File: config.mk
export PLATFORM = sky130hd
export DESIGN_NAME = clk_stall_ctrl
export DESIGN_NICKNAME = d
export VERILOG_FILES = /design/src/rtl/clk_stall_ctrl_pkg.sv /design/src/rtl/clk_stall_ctrl_arb.sv /design/src/rtl/clk_stall_ctrl.sv
export SDC_FILE = /design/constraint.sdc
export NUM_CORES = 1
export LEC_CHECK = 0
export ABC_AREA = 0
export CORE_ASPECT_RATIO = 1.4
export CORE_MARGIN = 2
export CORE_UTILIZATION = 40
export DETAILED_ROUTE_END_ITERATION = 7
export GPL_ROUTABILITY_DRIVEN = 1
export PLACE_DENSITY_LB_ADDON = 0.1
export SYNTH_ARGS = -nofsm -noshare
export SYNTH_HDL_FRONTEND = slang
export SYNTH_HIERARCHICAL = 1
export SYNTH_SLANG_ARGS = --single-unit
File: constraint.sdc
create_clock -name clk -period 1.88 [get_ports clk]
set_input_delay 0.376 -clock clk [delete_from_list [all_inputs] [get_ports clk]]
set_output_delay 0.376 -clock clk [all_outputs]
set_load 0.005 [all_outputs]
File: src/rtl/clk_stall_ctrl_pkg.sv
// clk_stall_ctrl_pkg: FSM encoding, default parameters and index-width helper for clk_stall_ctrl
package clk_stall_ctrl_pkg;
  typedef enum logic [1:0] {IDLE = 2'd0, STALL = 2'd1, RELEASE = 2'd2} state_t;
  localparam int DEF_N_SRC = 2;
  localparam int DEF_DIV_W = 4;
  localparam int DEF_TO_W = 8;
  localparam int MAX_N_SRC = 8;
  function automatic int idx_w(input int n);
    return (n > 1) ? $clog2(n) : 1;
  endfunction
endpackage

File: src/rtl/clk_stall_ctrl_arb.sv
// rr_arbiter: combinational round-robin pick of the first set request at or above ptr, modulo N_SRC
module rr_arbiter
  import clk_stall_ctrl_pkg::*;
#(
  parameter int N_SRC = DEF_N_SRC,
  parameter int IW = idx_w(N_SRC)
) (
  input  logic [N_SRC-1:0] req,
  input  logic [IW-1:0]    ptr,
  output logic             valid,
  output logic [N_SRC-1:0] grant,
  output logic [IW-1:0]    idx
);
  logic [IW-1:0] k;
  always_comb begin
    valid = 1'b0;
    idx = '0;
    k = '0;
    for (int i = N_SRC - 1; i >= 0; i--) begin
      k = IW'((int'(ptr) + i) % N_SRC);
      if (req[k]) begin
        valid = 1'b1;
        idx = k;
      end
    end
    grant = valid ? N_SRC'(1) << idx : '0;
  end
endmodule

File: src/rtl/clk_stall_ctrl.sv
// clk_stall_ctrl: divided processor clock-enable with round-robin stall arbitration and watchdog.
// Optional STALL_PERF_EN adds stall_cycles / stall_count performance counters.
module clk_stall_ctrl
  import clk_stall_ctrl_pkg::*;
#(
  parameter int N_SRC = DEF_N_SRC,
  parameter int DIV_W = DEF_DIV_W,
  parameter int TO_W = DEF_TO_W
) (
  input  logic             clk,
  input  logic             rst_n,
  input  logic [DIV_W-1:0] div_ratio,
  input  logic [N_SRC-1:0] stall_req,
  input  logic [N_SRC-1:0] stall_done,
  output logic [N_SRC-1:0] stall_grant,
  output logic             proc_clk_en,
  output logic             stall_active,
`ifdef STALL_PERF_EN
  output logic [31:0]      stall_cycles,
  output logic [15:0]      stall_count,
`endif
  output logic             timeout_err
);
  localparam int IW = idx_w(N_SRC);
  localparam logic [TO_W-1:0] WD_MAX = '1;
  state_t state, state_nxt;
  logic [DIV_W-1:0] div_cnt;
  logic [IW-1:0] rr_ptr, rr_ptr_nxt, gidx, gidx_nxt, arb_idx;
  logic [TO_W-1:0] wd_cnt, wd_cnt_nxt;
  logic [N_SRC-1:0] grant_nxt, arb_grant;
  logic arb_valid, tick, en_nxt, err_nxt, rel;

  // >= so a ratio lowered mid-count wraps at once instead of running to all-ones
  assign tick = div_cnt >= div_ratio;
  assign stall_active = state == STALL;
  assign rel = stall_done[gidx] || wd_cnt == WD_MAX;

  rr_arbiter #(.N_SRC(N_SRC), .IW(IW)) u_arb (
    .req  (stall_req),
    .ptr  (rr_ptr),
    .valid(arb_valid),
    .grant(arb_grant),
    .idx  (arb_idx)
  );

  always_comb begin
    state_nxt = state;
    grant_nxt = stall_grant;
    gidx_nxt = gidx;
    rr_ptr_nxt = rr_ptr;
    wd_cnt_nxt = wd_cnt;
    en_nxt = 1'b0;
    err_nxt = timeout_err;
    case (state)
      IDLE: begin
        en_nxt = tick && !arb_valid;
        if (arb_valid) begin
          state_nxt = STALL;
          grant_nxt = arb_grant;
          gidx_nxt = arb_idx;
          wd_cnt_nxt = '0;
        end
      end
      STALL: begin
        wd_cnt_nxt = wd_cnt + 1'b1;
        if (rel) begin
          state_nxt = RELEASE;
          grant_nxt = '0;
          rr_ptr_nxt = (int'(gidx) == N_SRC - 1) ? '0 : gidx + 1'b1;
          err_nxt = timeout_err || !stall_done[gidx];
        end
      end
      default: begin
        en_nxt = tick;
        state_nxt = IDLE;
      end
    endcase
  end

  always_ff @(posedge clk or negedge rst_n)
    if (!rst_n) begin
      div_cnt <= '0;
      state <= IDLE;
      rr_ptr <= '0;
      gidx <= '0;
      wd_cnt <= '0;
      stall_grant <= '0;
      proc_clk_en <= 1'b0;
      timeout_err <= 1'b0;
    end else begin
      div_cnt <= tick ? '0 : div_cnt + 1'b1;
      state <= state_nxt;
      rr_ptr <= rr_ptr_nxt;
      gidx <= gidx_nxt;
      wd_cnt <= wd_cnt_nxt;
      stall_grant <= grant_nxt;
      proc_clk_en <= en_nxt;
      timeout_err <= err_nxt;
    end

`ifdef STALL_PERF_EN
  always_ff @(posedge clk or negedge rst_n)
    if (!rst_n) begin
      stall_cycles <= '0;
      stall_count <= '0;
    end else begin
      stall_cycles <= (stall_active && stall_cycles != 32'hFFFF_FFFF) ? stall_cycles + 1'b1 : stall_cycles;
      stall_count <= (state == IDLE && arb_valid) ? stall_count + 1'b1 : stall_count;
    end
`endif
endmodule

==> impl_results.md <==
- Number of CTS-inserted buffers: 3
- Die height: between 60 and 70 um
- Net Count, Synth: 126
- Clk buf depth: 2
- All-Layer GR Usage: 0.156
- Worst Path Required: about 1.5 ns
- CP startpoint kind: flop
- Final Core Density: 0.519
- Fin crit share: 0.844
- Share of cells above drive strength 1: 0.134
- WP buf/inv: 1
- FP Rows: 22
- Status: completed
- Routed WL per cell: 11.6 um
- Total grt overflow: 0
- Clock Skew: between 0.002 and 0.003 ns
- Slowest cell on the critical path: clkdlybuf4s50_1
- Avg Cell Area, Syn: between 9 and 10 um^2
- Die Area: about 3100 um^2
- Synthesized flop and latch total: 20
- Routed length on met1: between 800 and 900 um
- H-tree Lvls: 1
- PwrDens: between 1000 and 1500 nW/um^2
- Vias/cell: roughly 5.1
- Crit path kind: flop to output pin
- DR vias: between 800 and 900
- # Max-Cap Violations: 0
- Yosys warns: 6
- Yosys top cell by area: dfrtp_1
- Number of remaining DRC errors: 0
- Pleak: between 0.6 and 0.7 nW
- Peak Freq: ~630 MHz
- Worst hold path class: primary input to async pin
- Hold slack final: around 0.4 ns
- Worst-skew pair later-pin latency: ~0.3 ns
- Delay-heaviest family, CP: buffers and inverters
- Nets@finish: 151
- Setup tns final: 0 ns
- Metal2 WL: around 1.0 mm
- Slew Viols, Final: 0
- Crit end category: output pin
- Final Hold Viols: 0
- Yosys cell types: 29
- WL met3: roughly 50 um
- Slowest stage delay, CP: between 0.5 and 0.6 ns
- Fillers: 259
- Initial Util: 0.413
- IO Port Bufs: 14
- RSZ-0062 raised after global routing: false
- Initial drt markers: 23
- Final setup viols: 0
- Yosys top cell area share: 0.468
- CP max FO: 4
- CTS root buf: clkbuf_4
- Initial antenna violation count: 0
- Largest cells by area after synthesis: dfrtp_1 (47%), ha_1 (7.0%), o21ai_0 (4.2%)
- Total Routed Length: between 1.5 and 2 mm
- Synthesized cell area: between 1000 and 1500 um^2
- Clock transition at the registers of the reported paths: approximately 0.11 ns
- First-pass GRT wire length: between 3 and 4 mm
- Most common cell after layout, fill and taps aside: dfrtp_1
- Area occupied by multi-input gates: 533 um^2
- Slew @ Worst Pin: ~0.28 ns
- Slew HR: 0.808
- CTS Hold Buffers Added: 0
- Die X: roughly 48 um
- DR top layer: met4
- Largest net degree at the start of global routing: 21
- Post-synthesis cell count: 110
- Register Area: ~500 um^2
- CTS sink cnt: 20
- Commonest cells after routing, fill and taps aside: dfrtp_1 (20), clkdlybuf4s50_1 (13), nand2_1 (9), o21ai_0 (9)
- Core ar.: 2590 um^2
- Vias in the first global route: roughly 900
- Detailed-router iteration count before antenna repair: 4
- Synth-to-Final Area Change: 25.6%
- VDD IR-drop max: between 0.0005 and 0.0006 V
- CTS tree: done
- Tmin final: roughly 1.6 ns
- CP cell instances: clkdlybuf4s50_1
- Sequential element share of the synthesized area: 0.468
- HPWL after DPL: between 1 and 1.5 mm
- Antenna viol nets, final: 0
- Diode count: 0
- Routability Congestion: slightly above 0.7
- Critical path arrival: ~1.2 ns
- IO Pins: 15
- R2R setup slack: 0.34 ns
-- path summary, 6_finish.rpt --
| check | from | to | depth (start not counted) |
|---|---|---|---|
| worst max-delay path | stall_grant[0] | stall_grant[0] | 1 |
| worst min-delay path | rst_n | wd_cnt[0] | 2 |
| worst max register to register | wd_cnt[0] | state[0] | 5 |
| worst min register to register | timeout_err | timeout_err | 1 |
| max in group asynchronous | rst_n | stall_grant[0] | 2 |
| min in group clk | timeout_err | timeout_err | 1 |
-- through the flow --
step	setup WS, ns	instances	total power, mW	area (um^2)
after CTS	0.0382	169	1.64	1330
after global placement	0.0436	163	1.33	1280
after detailed placement	0.000144	163	1.35	1280
after global routing	0.217	170	1.78	1340
after floorplan	0.497	110	1.07	1070
final	0.294	170	1.63	1340
-- power breakdown --
group	switching, mW	total (mW)	internal [mW]
combinational	0.333	0.716	0.382
sequential	0.108	0.664	0.555
clock	0.130	0.248	0.118
total	0.572	1.63	1.06
-- registers in the layout, indices dropped and copies added, names as in the netlist --
signal / count
timeout_err: 1
state: 2
proc_clk_en: 1
wd_cnt: 8
rr_ptr: 1
gidx: 1
div_cnt: 4
stall_grant: 2
-- metal layers --
layer	vias up	track usage
met5	-	0
met4	0	0.0709
met3	4	0.0247
met2	11	0.262
met1	416	0.185
li1	433	-
-- area by class of cell --
type	count	share of cell area
tap	36	0.0335
inverter	7	0.0196
multi-input combinational	81	0.397
sequential	20	0.372
clock buffer	4	0.0270
timing repair buffer	22	0.151
-- cells by family after synthesis --
logic type	synth area share
XOR/XNOR	0.0246
AND/OR/NAND/NOR	0.194
buffers and inverters	0.0339
flip-flops	0.468
AO/OA/AOI/OAI	0.175
multiplexers	0.0339
adder cells (fa/ha/maj)	0.0702
-- cells in the mapped netlist (all sizes together) --
cell type / number
a21oi: 7
and4: 1
mux2i: 1
nand2: 9
mux2: 2
a31oi: 1
inv: 7
xnor2: 2
nor2b: 4
dfrtp: 20
a21o: 3
o21ai: 9
nand4: 2
o31ai: 3
buf: 2
xor2: 1
o311ai: 1
nand3: 5
nor2: 8
a21boi: 3
ha: 6
or2: 3
a22o: 2
and3: 1
o21bai: 1
nand2b: 3
and2: 3
-- repair_timing --
item / in CTS / in global routing
buffers inserted: 2 / 1
cloned: 0 / 0
gates resized for setup: 1 / 1
setup endpoints to repair: 1 / 1
(Power assumes the default switching activity.)
